==> config.mk <==
export PLATFORM = sky130hd
export DESIGN_NAME = i2c_master_arbiter
export DESIGN_NICKNAME = d
export VERILOG_FILES = /design/src/rtl/i2c_master_arbiter_pkg.sv /design/src/rtl/i2c_master_arbiter_rr_arbiter.sv /design/src/rtl/i2c_master_arbiter.sv
export SDC_FILE = /design/constraint.sdc
export NUM_CORES = 1
export LEC_CHECK = 0
export CORE_MARGIN = 10
export CORE_UTILIZATION = 35
export CTS_CLUSTER_DIAMETER = 200
export DETAILED_ROUTE_END_ITERATION = 12
export GPL_TIMING_DRIVEN = 0
export PLACE_DENSITY = 0.75
export SYNTH_ARGS = -nofsm -noshare
export SYNTH_HDL_FRONTEND = slang
export SYNTH_SLANG_ARGS = --single-unit
==> constraint.sdc <==
create_clock -name clk -period 2.9 [get_ports clk]
set_clock_uncertainty 0.15 [all_clocks]
set_input_delay 0.87 -clock clk [delete_from_list [all_inputs] [get_ports clk]]
set_output_delay 0.87 -clock clk [all_outputs]
set_load 0.02 [all_outputs]
==> src/rtl/i2c_master_arbiter_pkg.sv <==
// Shared definitions for the I2C master arbiter: bus field widths, FSM state
// encoding and the index-width helper used by the arbiter and its selector.
package i2c_master_arbiter_pkg;

  localparam int unsigned I2C_ADDR_W = 7;
  localparam int unsigned I2C_DATA_W = 8;

  typedef enum logic [2:0] {
    ST_IDLE     = 3'd0,
    ST_START    = 3'd1,
    ST_BUSY     = 3'd2,
    ST_COMPLETE = 3'd3,
    ST_ABORT    = 3'd4
  } state_t;

  // Width of a binary requester index; never below one bit.
  function automatic int unsigned idx_width(input int unsigned n);
    return (n > 1) ? $clog2(n) : 1;
  endfunction

endpackage

==> src/rtl/i2c_master_arbiter_rr_arbiter.sv <==
// Combinational round-robin selector.
// Ports:
//   req        per-requester request levels
//   ptr        highest-priority requester index for this decision
//   grant_c    one-hot select of the first set req bit at or above ptr (wrapping)
//   idx_c      binary index of that bit
//   any_req_c  high when any req bit is set
module i2c_master_arbiter_rr_arbiter
  import i2c_master_arbiter_pkg::*;
#(
  parameter int unsigned NUM_REQ = 4,
  parameter int unsigned IDX_W   = 2
) (
  input  logic [NUM_REQ-1:0] req,
  input  logic [IDX_W-1:0]   ptr,
  output logic [NUM_REQ-1:0] grant_c,
  output logic [IDX_W-1:0]   idx_c,
  output logic               any_req_c
);

  int unsigned        pos;
  logic [IDX_W-1:0]   pos_idx;

  // Walk NUM_REQ slots starting at ptr; the first set bit wins.
  always_comb begin
    grant_c   = '0;
    idx_c     = '0;
    any_req_c = 1'b0;
    pos       = 0;
    pos_idx   = '0;
    for (int unsigned i = 0; i < NUM_REQ; i++) begin
      pos     = (32'(ptr) + i) % NUM_REQ;
      pos_idx = IDX_W'(pos);
      if (!any_req_c && req[pos_idx]) begin
        any_req_c        = 1'b1;
        grant_c[pos_idx] = 1'b1;
        idx_c            = pos_idx;
      end
    end
  end

endmodule

==> src/rtl/i2c_master_arbiter.sv <==
// Shares one I2C master write engine among NUM_REQ requesters using
// round-robin arbitration, with per-requester completion/timeout pulses.
// Ports:
//   clk, reset                 system clock, async active-high reset
//   req/req_addr/req_data      per-requester request level, 7b address, 8b data (flattened)
//   grant                      one-hot, held for the whole transaction
//   req_done/req_err           one-cycle pulse on the granted bit at completion/timeout
//   m_start/m_slave_addr/m_data_in  command to the I2C master (latched copies)
//   m_done                     completion from the I2C master (level or pulse)
//   m_abort                    one-cycle pulse, ORed externally into the master's reset
//   busy                       high whenever the FSM is not idle
module i2c_master_arbiter
  import i2c_master_arbiter_pkg::*;
#(
  parameter int unsigned NUM_REQ        = 4,
  parameter int unsigned TIMEOUT_CYCLES = 4096,
  parameter int unsigned CNT_W          = 13
) (
  input  logic                          clk,
  input  logic                          reset,
  input  logic [NUM_REQ-1:0]            req,
  input  logic [NUM_REQ*I2C_ADDR_W-1:0] req_addr,
  input  logic [NUM_REQ*I2C_DATA_W-1:0] req_data,
  output logic [NUM_REQ-1:0]            grant,
  output logic [NUM_REQ-1:0]            req_done,
  output logic [NUM_REQ-1:0]            req_err,
  output logic                          m_start,
  output logic [I2C_ADDR_W-1:0]         m_slave_addr,
  output logic [I2C_DATA_W-1:0]         m_data_in,
  input  logic                          m_done,
  output logic                          m_abort,
  output logic                          busy
);

  localparam int unsigned IDX_W = idx_width(NUM_REQ);

  state_t             state;
  logic [IDX_W-1:0]   rr_ptr;
  logic [IDX_W-1:0]   sel;
  logic [CNT_W-1:0]   cnt;
  logic               m_done_q;

  logic [NUM_REQ-1:0] arb_grant_c;
  logic [IDX_W-1:0]   arb_idx_c;
  logic               arb_any_c;
  logic               done_edge_c;
  logic [IDX_W-1:0]   next_ptr_c;

  i2c_master_arbiter_rr_arbiter #(
    .NUM_REQ (NUM_REQ),
    .IDX_W   (IDX_W)
  ) u_rr (
    .req       (req),
    .ptr       (rr_ptr),
    .grant_c   (arb_grant_c),
    .idx_c     (arb_idx_c),
    .any_req_c (arb_any_c)
  );

  // Edge detect lets both level-done and pulse-done masters work; the
  // edge register tracks m_done in every state so a stale level is ignored.
  assign done_edge_c = m_done & ~m_done_q;

  // Pointer moves to the requester just after the one served.
  assign next_ptr_c = (32'(sel) == NUM_REQ - 1) ? '0 : sel + IDX_W'(1);

  // Transaction FSM; pulse outputs default low every cycle.
  always_ff @(posedge clk or posedge reset) begin
    if (reset) begin
      state        <= ST_IDLE;
      rr_ptr       <= '0;
      sel          <= '0;
      cnt          <= '0;
      m_done_q     <= 1'b0;
      grant        <= '0;
      req_done     <= '0;
      req_err      <= '0;
      m_start      <= 1'b0;
      m_slave_addr <= '0;
      m_data_in    <= '0;
      m_abort      <= 1'b0;
      busy         <= 1'b0;
    end else begin
      m_done_q <= m_done;
      m_start  <= 1'b0;
      req_done <= '0;
      req_err  <= '0;
      m_abort  <= 1'b0;
      unique case (state)
        ST_IDLE: begin
          if (arb_any_c) begin
            grant        <= arb_grant_c;
            sel          <= arb_idx_c;
            m_slave_addr <= req_addr[32'(arb_idx_c) * I2C_ADDR_W +: I2C_ADDR_W];
            m_data_in    <= req_data[32'(arb_idx_c) * I2C_DATA_W +: I2C_DATA_W];
            m_start      <= 1'b1;
            busy         <= 1'b1;
            state        <= ST_START;
          end
        end
        ST_START: begin
          cnt   <= '0;
          state <= ST_BUSY;
        end
        ST_BUSY: begin
          // Done takes priority over a coincident timeout.
          if (done_edge_c) begin
            req_done <= grant;
            state    <= ST_COMPLETE;
          end else if (cnt == CNT_W'(TIMEOUT_CYCLES - 1)) begin
            req_err <= grant;
            m_abort <= 1'b1;
            state   <= ST_ABORT;
          end else begin
            cnt <= cnt + CNT_W'(1);
          end
        end
        ST_COMPLETE, ST_ABORT: begin
          grant  <= '0;
          busy   <= 1'b0;
          rr_ptr <= next_ptr_c;
          state  <= ST_IDLE;
        end
        default: begin
          state <= ST_IDLE;
        end
      endcase
    end
  end

endmodule

* Word level (Yosys, flattened, before mapping) *
Cells that the tools add are included.

word-level totals
  input port bits = 67
  output and inout bits = 30
  word-level logic and storage cells = 112
  register bits after elaboration = 51

operators by class
  bitwise operators = 5
  multiplexer cells = 50
  equal/unequal tests = 10
  add/subtract/negate cells = 5
  shift operators = 2
  multiply operators = 1
  reduce and logical (&&, ||, !) cells = 18
  magnitude comparators = 8

operator list
  operator                                                                             count
  4-bit two-way mux                                                                    10
  32-bit by 6-bit indexed part select with 8-bit output                                1
  28-bit by 6-bit indexed part select with 7-bit output                                1
  13-bit two-way mux                                                                   2
  13-bit case mux with 2 select lines                                                  1
  1-bit two-way mux                                                                    18
  13-bit by 1-bit adder with 13-bit output, second input constant                      1
  13-bit by 12-bit equality test with 1-bit output, second input constant              1
  2-bit by 3-bit < comparator with 1-bit output, second input constant                 4
  4-bit OR                                                                             3
  2-bit two-way mux                                                                    5
  3-bit two-way mux                                                                    3
  3-bit case mux with 3 select lines                                                   1
  1-bit binary-select mux with 2-bit select                                            4
  1-bit demux with 2-bit select                                                        4
  2-bit by 1-bit greater-or-equal comparator with 1-bit output, second input constant  4
  4-bit case mux with 2 select lines                                                   1
  1-bit logical AND                                                                    7
  3-bit by 2-bit equality test with 1-bit output, second input constant                2
  2-bit inequality test, second input constant                                         3
  2-bit AND reduction                                                                  3
  2-bit by 3-bit multiplier with 5-bit output, second input constant                   1
  2-bit by 1-bit adder with 2-bit output, second input constant                        2
  2-bit adder, second input constant                                                   2
  other kinds (12)                                                                     15

* Logic depth before layout (Yosys ltp) *
Gate-level depths: netlist of run 1.

  depth in word-level cells = 14
  gate-level depth with buffers = 12

* Hierarchy *
From an unflattened synthesis of run 1, not the netlist that was laid out.

second synthesis, totals
  cell total of the unflattened synthesis = 260
  area total of the unflattened synthesis = 3030.4 µm²

modules (own cells, without submodules)
  module                         area each (µm²)  instances  cells an instance
  i2c_master_arbiter             2608.8           1          215
  i2c_master_arbiter_rr_arbiter  421.7            1          45

* Least setup slack after synthesis of run 1 *
No wires, ideal clock.

  path kind = register to register
  start point = register rr_ptr[0]
  end point = register m_data_in[2]
  cell stages (with the launch flop) = 12
  clock period less this slack = 2.890 ns
  data arrival time = 2.608 ns
  buffers on the path = 3
  setup slack = 0.010 ns
  cells stage by stage = dfrtp_1 > buf_2 > inv_1 > ha_1 > buf_2 > mux4_2 > o21bai_1 > a21o_2 > buf_2 > a21o_1 > o2111ai_2 > o211ai_2

between the ends
  word-level cells in the longest chain between the ends = 13
  elaborated cells on any way between the ends = 27
  those cells by class = add/sub (3); shift (1); mux (16); reduce/logical (7)

RTL lines
  element                                                                          RTL line                   RTL
  from (decl)                                                                      i2c_master_arbiter.sv:38   logic [IDX_W-1:0] rr_ptr;
  from (signal assigned)                                                           i2c_master_arbiter.sv:121  rr_ptr <= next_ptr_c;
  branches (longest 13 deep; another with 2-bit by 1-bit adder with 2-bit output)  --
  to (signal assigned)                                                             i2c_master_arbiter.sv:95   m_data_in <= req_data[32'(arb_idx_c) * I2C_DATA_W +: I2C_DATA_W];
  to (decl)                                                                        i2c_master_arbiter.sv:29   output logic [I2C_DATA_W-1:0] m_data_in,

Several ways; the timed one is not identified. The select of a mux whose other input is x is not followed.
A chain may end at the register's enable or synchronous reset.

* Worst setup path in the final report of run 1 *
  start point = input req[0]
  end point = register m_data_in[5]

between the ends
  word-level cells in the longest chain between the ends = 13
  elaborated cells on any way between the ends = 24
  those cells by class = shift (1); mux (16); reduce/logical (7)

RTL lines
  element                                                                                              RTL line                             RTL
  from (decl)                                                                                          i2c_master_arbiter.sv:21             input logic [NUM_REQ-1:0] req,
  1-bit binary-select mux with 2-bit select                                                            i2c_master_arbiter_rr_arbiter.sv:34  if (!any_req_c && req[pos_idx]) begin
  1-bit two-way mux (not written as such)                                                              i2c_master_arbiter_rr_arbiter.sv:34
  1-bit two-way mux                                                                                    i2c_master_arbiter_rr_arbiter.sv:34
  1-bit logical NOT                                                                                    i2c_master_arbiter_rr_arbiter.sv:34
  1-bit logical AND                                                                                    i2c_master_arbiter_rr_arbiter.sv:34
  1-bit two-way mux                                                                                    i2c_master_arbiter_rr_arbiter.sv:34
  1-bit logical NOT                                                                                    i2c_master_arbiter_rr_arbiter.sv:34
  1-bit logical AND                                                                                    i2c_master_arbiter_rr_arbiter.sv:34
  1-bit two-way mux                                                                                    i2c_master_arbiter_rr_arbiter.sv:34
  1-bit logical NOT                                                                                    i2c_master_arbiter_rr_arbiter.sv:34
  1-bit logical AND                                                                                    i2c_master_arbiter_rr_arbiter.sv:34
  2-bit two-way mux / 1-bit two-way mux (equally long branches)                                        i2c_master_arbiter_rr_arbiter.sv:34
  32-bit by 6-bit indexed part select with 8-bit output / 2-bit AND reduction (equally long branches)  --

Several ways; a longest one is shown, not always the timed one. The select of a mux whose other input is x is not followed.

==> metrics.md, run 1 <==
| Metric | Value |
|---|---|
| Synth warnings | `0` |
| Max-cap violations | `0` |
| Min-delay src | `sel[1]` |
| Synth Cell Area | `0.003207 sq mm` |
| Vias in the first global route | `3,129` |
| Slowest-stage cell, CP | `mux4_2` |
| Final WL | `9888 microns` |
| Die Wd | `115.7 microns` |
| VDD IR-drop max | `0.6030 mV` |
| Clock-pin slew on the worst setup and hold paths | `0.10 ns` |
| WP data arrival | `2.92 ns` |
| Sequential-to-total area share from yosys stat | `0.3980` |
| Reg2reg start | `rr_ptr[0]` |
| Met1 Usage GRT | `0.1707` |
| Synth-to-layout area growth | `47.72%` |
| Initial antenna violation count | `0` |
| Post-CTS Hold Fix Bufs | `0` |
| Final hold violations | `0` |
| CTS tree | `yes` |
| M2 GR Usage | `0.2544` |
| Slowest cell delay on critical path | `0.50 ns` |
| Worst Path Max Fanout | `10` |
| R2R Setup Slk | `0.06 ns` |
| Hold Path Class | `flip-flop to flip-flop` |
| Synth Flop Type | `dfrtp_1` |
| Synth async-reset ratio | `1.000` |
| H-tree levels | `2` |
| Grt total ovfl | `0` |
| Nets@finish | `522` |
| Hold Path Depth | `2` |
| Maximum clock insertion buffer count | `2` |
| Die span in y | `between 100 and 150 microns` |
| CTS root buffer | `clkbuf_8` |
| Cells after Synth | `325` |
| Syn nets | `between 400 and 500` |
| Antenna diodes | `0` |
| Count of input and output buffers | `95` |
| Final ANT Viol Nets | `0` |
| Post-Place Cells | `529` |
| Top-Level Pins | `97` |
| Leak | `2.026 nW` |
| Core Area | `0.008806 sq mm` |
| Setup crit start kind | `input port` |
| Critical register-to-register path endpoint | `m_data_in[5]` |
| Worst-Margin Slew | `0.8639 ns` |
| Clock Latency Late Sink | `0.31 ns` |
| Post-DP HPWL | `about 7400 microns` |
| Pin count of the biggest net entering global routing | `29` |
| Met3 usage | `0.03928` |
| Total power | `4.821 mW` |
| Worst Path Required | `2.93 ns` |
| Fin util | `0.5379` |
| Period Utilization, post-route | `0.9942` |
| Setup crit end kind | `flip-flop` |
| Rel. slew slack | `0.4149` |
| Global-route wire length before repair | `15,730 microns` |
| Netlist cell types | `57` |
| Die footprint | `0.01339 sq mm` |
| Hold EP | `sel[1]` |
| Layer with the highest usage | `met2` |
| Smallest hold slack | `about 0.35 ns` |
| DR vias/cell | `approximately 5.4` |
| Initial Utilization | `0.3642` |
| Synthesized flop and latch total | `51` |
| Number of synthesized flops with an enable pin | `0` |
| Power per cell area | `around 1000 mW/mm^2` |
| Setup violators final | `0` |
| TNS Setup | `0 ns` |
| Site Rows | `34` |
| Mean Syn Cell Area | `9.867 sq um` |
| Cell breakdown of the critical path | `clkdlybuf4s15_1 > buf_6 > mux4_2 > nor2b_4 > or3_4 > buf_6 > nand2_8 > buf_12 > mux2i_2 > o211ai_1` |
| Drt wl/cell | `17.85 microns` |
| Number of cells on the worst reg-to-reg path | `11` |
| Fin. max-slew vios | `0` |
| Setup CP Type | `input port to flip-flop` |
| Via count | `2,966` |
| # DRC | `0` |
| Achievable Freq | `roughly 350 MHz` |
| Cell mode on critical path | `buf_6` |
| Num CTS Buffers | `5` |
| Placer Congestion | `0.8465` |
| Fraction of layout cells with a size suffix above 1 | `0.1951` |
| GRT Util Overall | `0.1449` |
| Status | `completed` |
| Fin crit period | `around 2.9 ns` |
| Drt pass-1 iters | `4` |
| Fin cells | `554` |
| Fillers | `786` |
| Num Clock Sinks | `51` |
| Detailed Route Iter0 Violations | `161` |
placed cells by master, fill, tap and decap left out, types with 3 or more instances in the layout:
| master | netlist | layout |
|---|---|---|
| clkdlybuf4s50_1 | 0 | 92 |
| dfrtp_1 | 51 | 49 |
| nand2_1 | 37 | 36 |
| buf_4 | 0 | 18 |
| nor2_1 | 17 | 17 |
| o21ai_0 | 16 | 16 |
| mux2i_1 | 20 | 15 |
| o211ai_1 | 15 | 15 |
| a21o_1 | 14 | 14 |
| a21oi_1 | 11 | 10 |
| ha_1 | 10 | 10 |
| and2_1 | 9 | 9 |
| nand3_1 | 8 | 8 |
| buf_6 | 4 | 8 |
| o211ai_2 | 7 | 7 |
| and3_1 | 7 | 6 |
| inv_1 | 8 | 5 |
| clkbuf_1 | 8 | 5 |
| or3_1 | 7 | 5 |
| o2111ai_1 | 6 | 5 |
| clkbuf_8 | 0 | 5 |
| nor3_1 | 4 | 4 |
| a22oi_1 | 4 | 4 |
| a221oi_1 | 5 | 4 |
| xnor2_1 | 4 | 4 |
| buf_12 | 1 | 4 |
| o2111ai_2 | 3 | 4 |
| buf_2 | 10 | 3 |
| inv_2 | 1 | 3 |
| mux4_2 | 3 | 3 |
| mux2i_2 | 0 | 3 |
registers in the layout (all words and copies together), names as in the netlist:
name,cells
req_done,4
req_err,4
state,3
m_start,1
m_done_q,1
sel,2
busy,1
cnt,13
m_data_in,8
grant,4
rr_ptr,2
m_abort,1
m_slave_addr,7
cell usage after synthesis, types with 5 or more instances:
cell type / count / area [sq um]
dfrtp_1: 51 / 1276
nand2_1: 37 / 138.9
mux2i_1: 20 / 200.2
nor2_1: 17 / 63.81
o21ai_0: 16 / 80.08
o211ai_1: 15 / 112.6
a21o_1: 14 / 105.1
a21oi_1: 11 / 55.05
buf_2: 10 / 50.05
ha_1: 10 / 125.1
and2_1: 9 / 56.30
clkbuf_1: 8 / 30.03
inv_1: 8 / 30.03
nand3_1: 8 / 40.04
and3_1: 7 / 43.79
o211ai_2: 7 / 87.58
or3_1: 7 / 43.79
o2111ai_1: 6 / 52.55
a221oi_1: 5 / 43.79
metrics by stage:
stage / setup WS (ns) / cell area, sq um
after global routing: -0.05512 / 4737
final: 0.01687 / 4737
after global placement: -0.7249 / 4293
after floorplan: 0.01023 / 3207
after CTS: 0.008748 / 4631
after detailed placement: -0.8449 / 4313
per-layer routing:
layer | up-vias | part of all wire | wire, microns
met5 | - | 0 | 0
met2 | 85 | 0.50 | 4982
li1 | 1432 | - | -
met1 | 1438 | 0.41 | 4041
met3 | 11 | 0.072 | 708
met4 | 0 | 0.016 | 156
cells by family after synthesis:
kind of cell | count (synthesis) | synth area share
buf+inv | 33 | 0.06047
fa+ha+maj | 10 | 0.03902
simple gates | 105 | 0.1697
xor+xnor | 6 | 0.01639
compound gates | 95 | 0.2259
mux | 25 | 0.09052
flops | 51 | 0.3980
cell type report:
class,count,area (sq um),share of cell area
tap,108,135.1,0.02853
buffer,21,191.4,0.04041
multi-input combinational,241,1826,0.3854
timing repair buffer,116,1154,0.2435
clock buffer,5,68.82,0.01453
inverter,9,37.54,0.007924
sequential,51,1279,0.2699
clock inverter,3,46.29,0.009773
worst max-delay path by stage:
stage               startpoint              end  slack [ns]  cells past startpoint
floorplan            rr_ptr[0]     m_data_in[2]        0.01                     11
global placement        req[0]  m_slave_addr[5]       -0.72                     10
detailed placement      req[0]     m_data_in[5]       -0.84                     10
CTS                  rr_ptr[1]     m_data_in[6]       0.009                     12
global route         rr_ptr[0]  m_slave_addr[1]       -0.06                     12
finish                  req[0]     m_data_in[5]        0.02                     10
worst max-delay path, delay by kind of cell:
family          cells  cell delay, ns
simple gates        3            0.56
mux                 2            0.75
compound gates      1            0.11
buf+inv             4            0.62
report_power, final:
group	total, mW	internal, mW	switching, mW
Sequential	1.05	0.914	0.138
Clock	0.511	0.260	0.250
Combinational	3.26	1.59	1.66
timing repair:
item / 4_1_cts / 5_1_grt
gates resized for setup: 26 / 19
setup endpoints to repair: 23 / 19
cloned: 1 / 0
pin swaps: 2 / 3
setup buffers: 12 / 7
(Power assumes the default switching activity.)
==> run 2, diff against run 1 <==
PLACE_DENSITY = 0.73   (was 0.75)
clock period = 2.8 ns   (was 2.9 ns; I/O delays follow)
==> run 2 against run 1 <==
  * Global-route usage is 0.12 points lower
  * Count of clock-buffer cells in the layout stayed put
  * Die area stayed put
  * Non-clock buffer count is 6 higher
  * First-iteration DRC count is 7.5% lower
  * Critical path type unchanged
  * Highest routed layer unchanged
==> metrics.md, run 2 (synthesis gave the netlist of run 1 again) <==
| Metric | Value |
|---|---|
| Period Utilization, post-route | `0.9787` |
| Die footprint | `0.01339 sq mm` |
| Top reg by flops | `cnt` |
| CTS root buffer | `clkbuf_8` |
| Largest register FFs | `13` |
| Post-DP HPWL | `7239 microns` |
| Post-CTS Hold Fix Bufs | `0` |
| CTS tree | `yes` |
| Count of input and output buffers | `95` |
| Hold Path Class | `flip-flop to flip-flop` |
| H-tree levels | `2` |
| Die span in y | `between 100 and 150 microns` |
| Area occupied by multi-input gates | `between 0.0015 and 0.002 sq mm` |
| Rel. slew slack | `0.5087` |
| Post-Place Cells | `529` |
| Fin crit period | `2.740 ns` |
| Drt pass-1 iters | `4` |
| Initial Utilization | `0.3642` |
| Setup violators final | `0` |
| Fin. max-slew vios | `0` |
| Cell area after layout | `0.004742 sq mm` |
| Smallest hold slack | `0.3420 ns` |
| GRT Util Overall | `0.1437` |
| Vias in the first global route | `3,025` |
| DR vias/cell | `5.295` |
| Pin count of the biggest net entering global routing | `39` |
| Setup crit start kind | `input port` |
| RSZ-0062 raised after global routing | `no` |
| WP data arrival | `2.79 ns` |
| Leak | `2.041 nW` |
| Status | `completed` |
| Achievable Freq | `364.9 MHz` |
| Max-cap violations | `0` |
| Top-Level Pins | `97` |
| FF/Latch Area | `0.001276 sq mm` |
| VDD IR-drop max | `slightly above 0.6 mV` |
| Detailed Route Iter0 Violations | `about 150` |
| Placer Congestion | `around 0.86` |
| Final hold violations | `0` |
| Fraction of layout cells with a size suffix above 1 | `0.2013` |
| Commonest non-fill, non-tap cell in the layout | `clkdlybuf4s50_1` |
| Drt wl/cell | `17.63 microns` |
| Final ANT Viol Nets | `0` |
| Global-route wire length before repair | `15,550 microns` |
| Die Wd | `115.7 microns` |
| Power per cell area | `~1100 mW/mm^2` |
| Fin cells | `560` |
| Initial antenna violation count | `0` |
| Total power | `5.022 mW` |
| Setup crit end kind | `flip-flop` |
| Worst Path Required | `2.85 ns` |
| Worst Path Max Fanout | `7` |
| Most frequent cells in the layout | `clkdlybuf4s50_1, dfrtp_1, nand2_1, buf_4, mux2i_1` |
| Final WL | `approximately 9900 microns` |
| Clock Latency Late Sink | `between 0.3 and 0.4 ns` |
| Setup CP Type | `input port to flip-flop` |
| DP Area | `0.004340 sq mm` |
| Synth-to-layout area growth | `47.87%` |
| Worst-Margin Slew | `0.7254 ns` |
| Num Clock Sinks | `slightly above 50` |
| Via count | `about 3,000` |
| Num CTS Buffers | `5` |
| # DRC | `0` |
| Maximum clock insertion buffer count | `2` |
| Clock-pin slew on the worst setup and hold paths | `roughly 0.1 ns` |
| Nets@finish | `528` |
| Top flop regs | `cnt: 13 flops, m_data_in: 8 flops, m_slave_addr: 7 flops` |
| Fillers | `782` |
| Antenna diodes | `0` |
| Grt total ovfl | `0` |
| Site Rows | `34` |
| Core Area | `between 0.008 and 0.009 sq mm` |
## run 2: changes by cell type in the layout (fill, tap and decap cells not counted), moves of 3 or more
cell	change
buf_4	+8
buf_2	+3
mux2i_1	+3
o2111ai_2	+3
o2111ai_1	-3
## run 2: worst max-delay path: stages
cell and delay [ns]:
buf_2 0.12, buf_8 0.12, mux4_2 0.48, nor2b_4 0.15, or3_4 0.36, buf_6 0.14
nand2_8 0.09, buf_12 0.14, mux2i_4 0.23, o211ai_1 0.11
## run 2: area by class of cell
type / instances / share of cell area
Multi-Input combinational cell: 241 / 0.3879
Tap cell: 108 / 0.02850
Inverter: 9 / 0.008179
Clock buffer: 5 / 0.01451
Clock inverter: 3 / 0.006069
Timing Repair Buffer: 122 / 0.2464
Buffer: 21 / 0.03931
Sequential cell: 51 / 0.2691
## run 2: path summary, 6_finish.rpt
path	start	endpoint	slack, ns	cells past startpoint
worst max-delay path	req[1]	m_data_in[0]	0.06	10
worst min-delay path	sel[1]	sel[1]	0.34	2
worst max register to register	rr_ptr[1]	m_data_in[0]	0.12	11
worst min register to register	sel[1]	sel[1]	0.34	2
max in group asynchronous	reset	cnt[12]	1.35	3
min in group asynchronous	reset	m_slave_addr[0]	0.64	2
## run 2: stage by stage
stage | util | setup TNS, ns | worst slack [ns]
after floorplan | - | -0.09236 | -0.02286
after global placement | 0.4906 | -36.54 | -0.8394
after detailed placement | 0.4929 | -16.61 | -0.8550
after CTS | 0.5276 | 0 | 0.01995
after global routing | 0.5385 | 0 | 0.007482
final | 0.5385 | 0 | 0.05959
## run 2: layer usage
| layer | global-route usage | up-vias | share of wire |
|---|---|---|---|
| met5 | 0 | - | 0 |
| met4 | 0.03420 | 0 | 0.011 |
| met3 | 0.04496 | 11 | 0.065 |
| met2 | 0.2487 | 72 | 0.51 |
| met1 | 0.1705 | 1438 | 0.41 |
| li1 | - | 1444 | - |
## run 2: repair_timing
| item | CTS | global route |
|---|---|---|
| gates cloned | 1 | 1 |
| setup endpoints to repair | 23 | 18 |
| resized for setup | 32 | 8 |
| pin swaps | 6 | 2 |
| buffers inserted | 18 | 6 |
## run 2: report_power, final
part / switching (mW) / total, mW / internal, mW
sequential: 0.130 / 1.07 / 0.944
clock: 0.280 / 0.466 / 0.186
combinational: 1.80 / 3.48 / 1.68
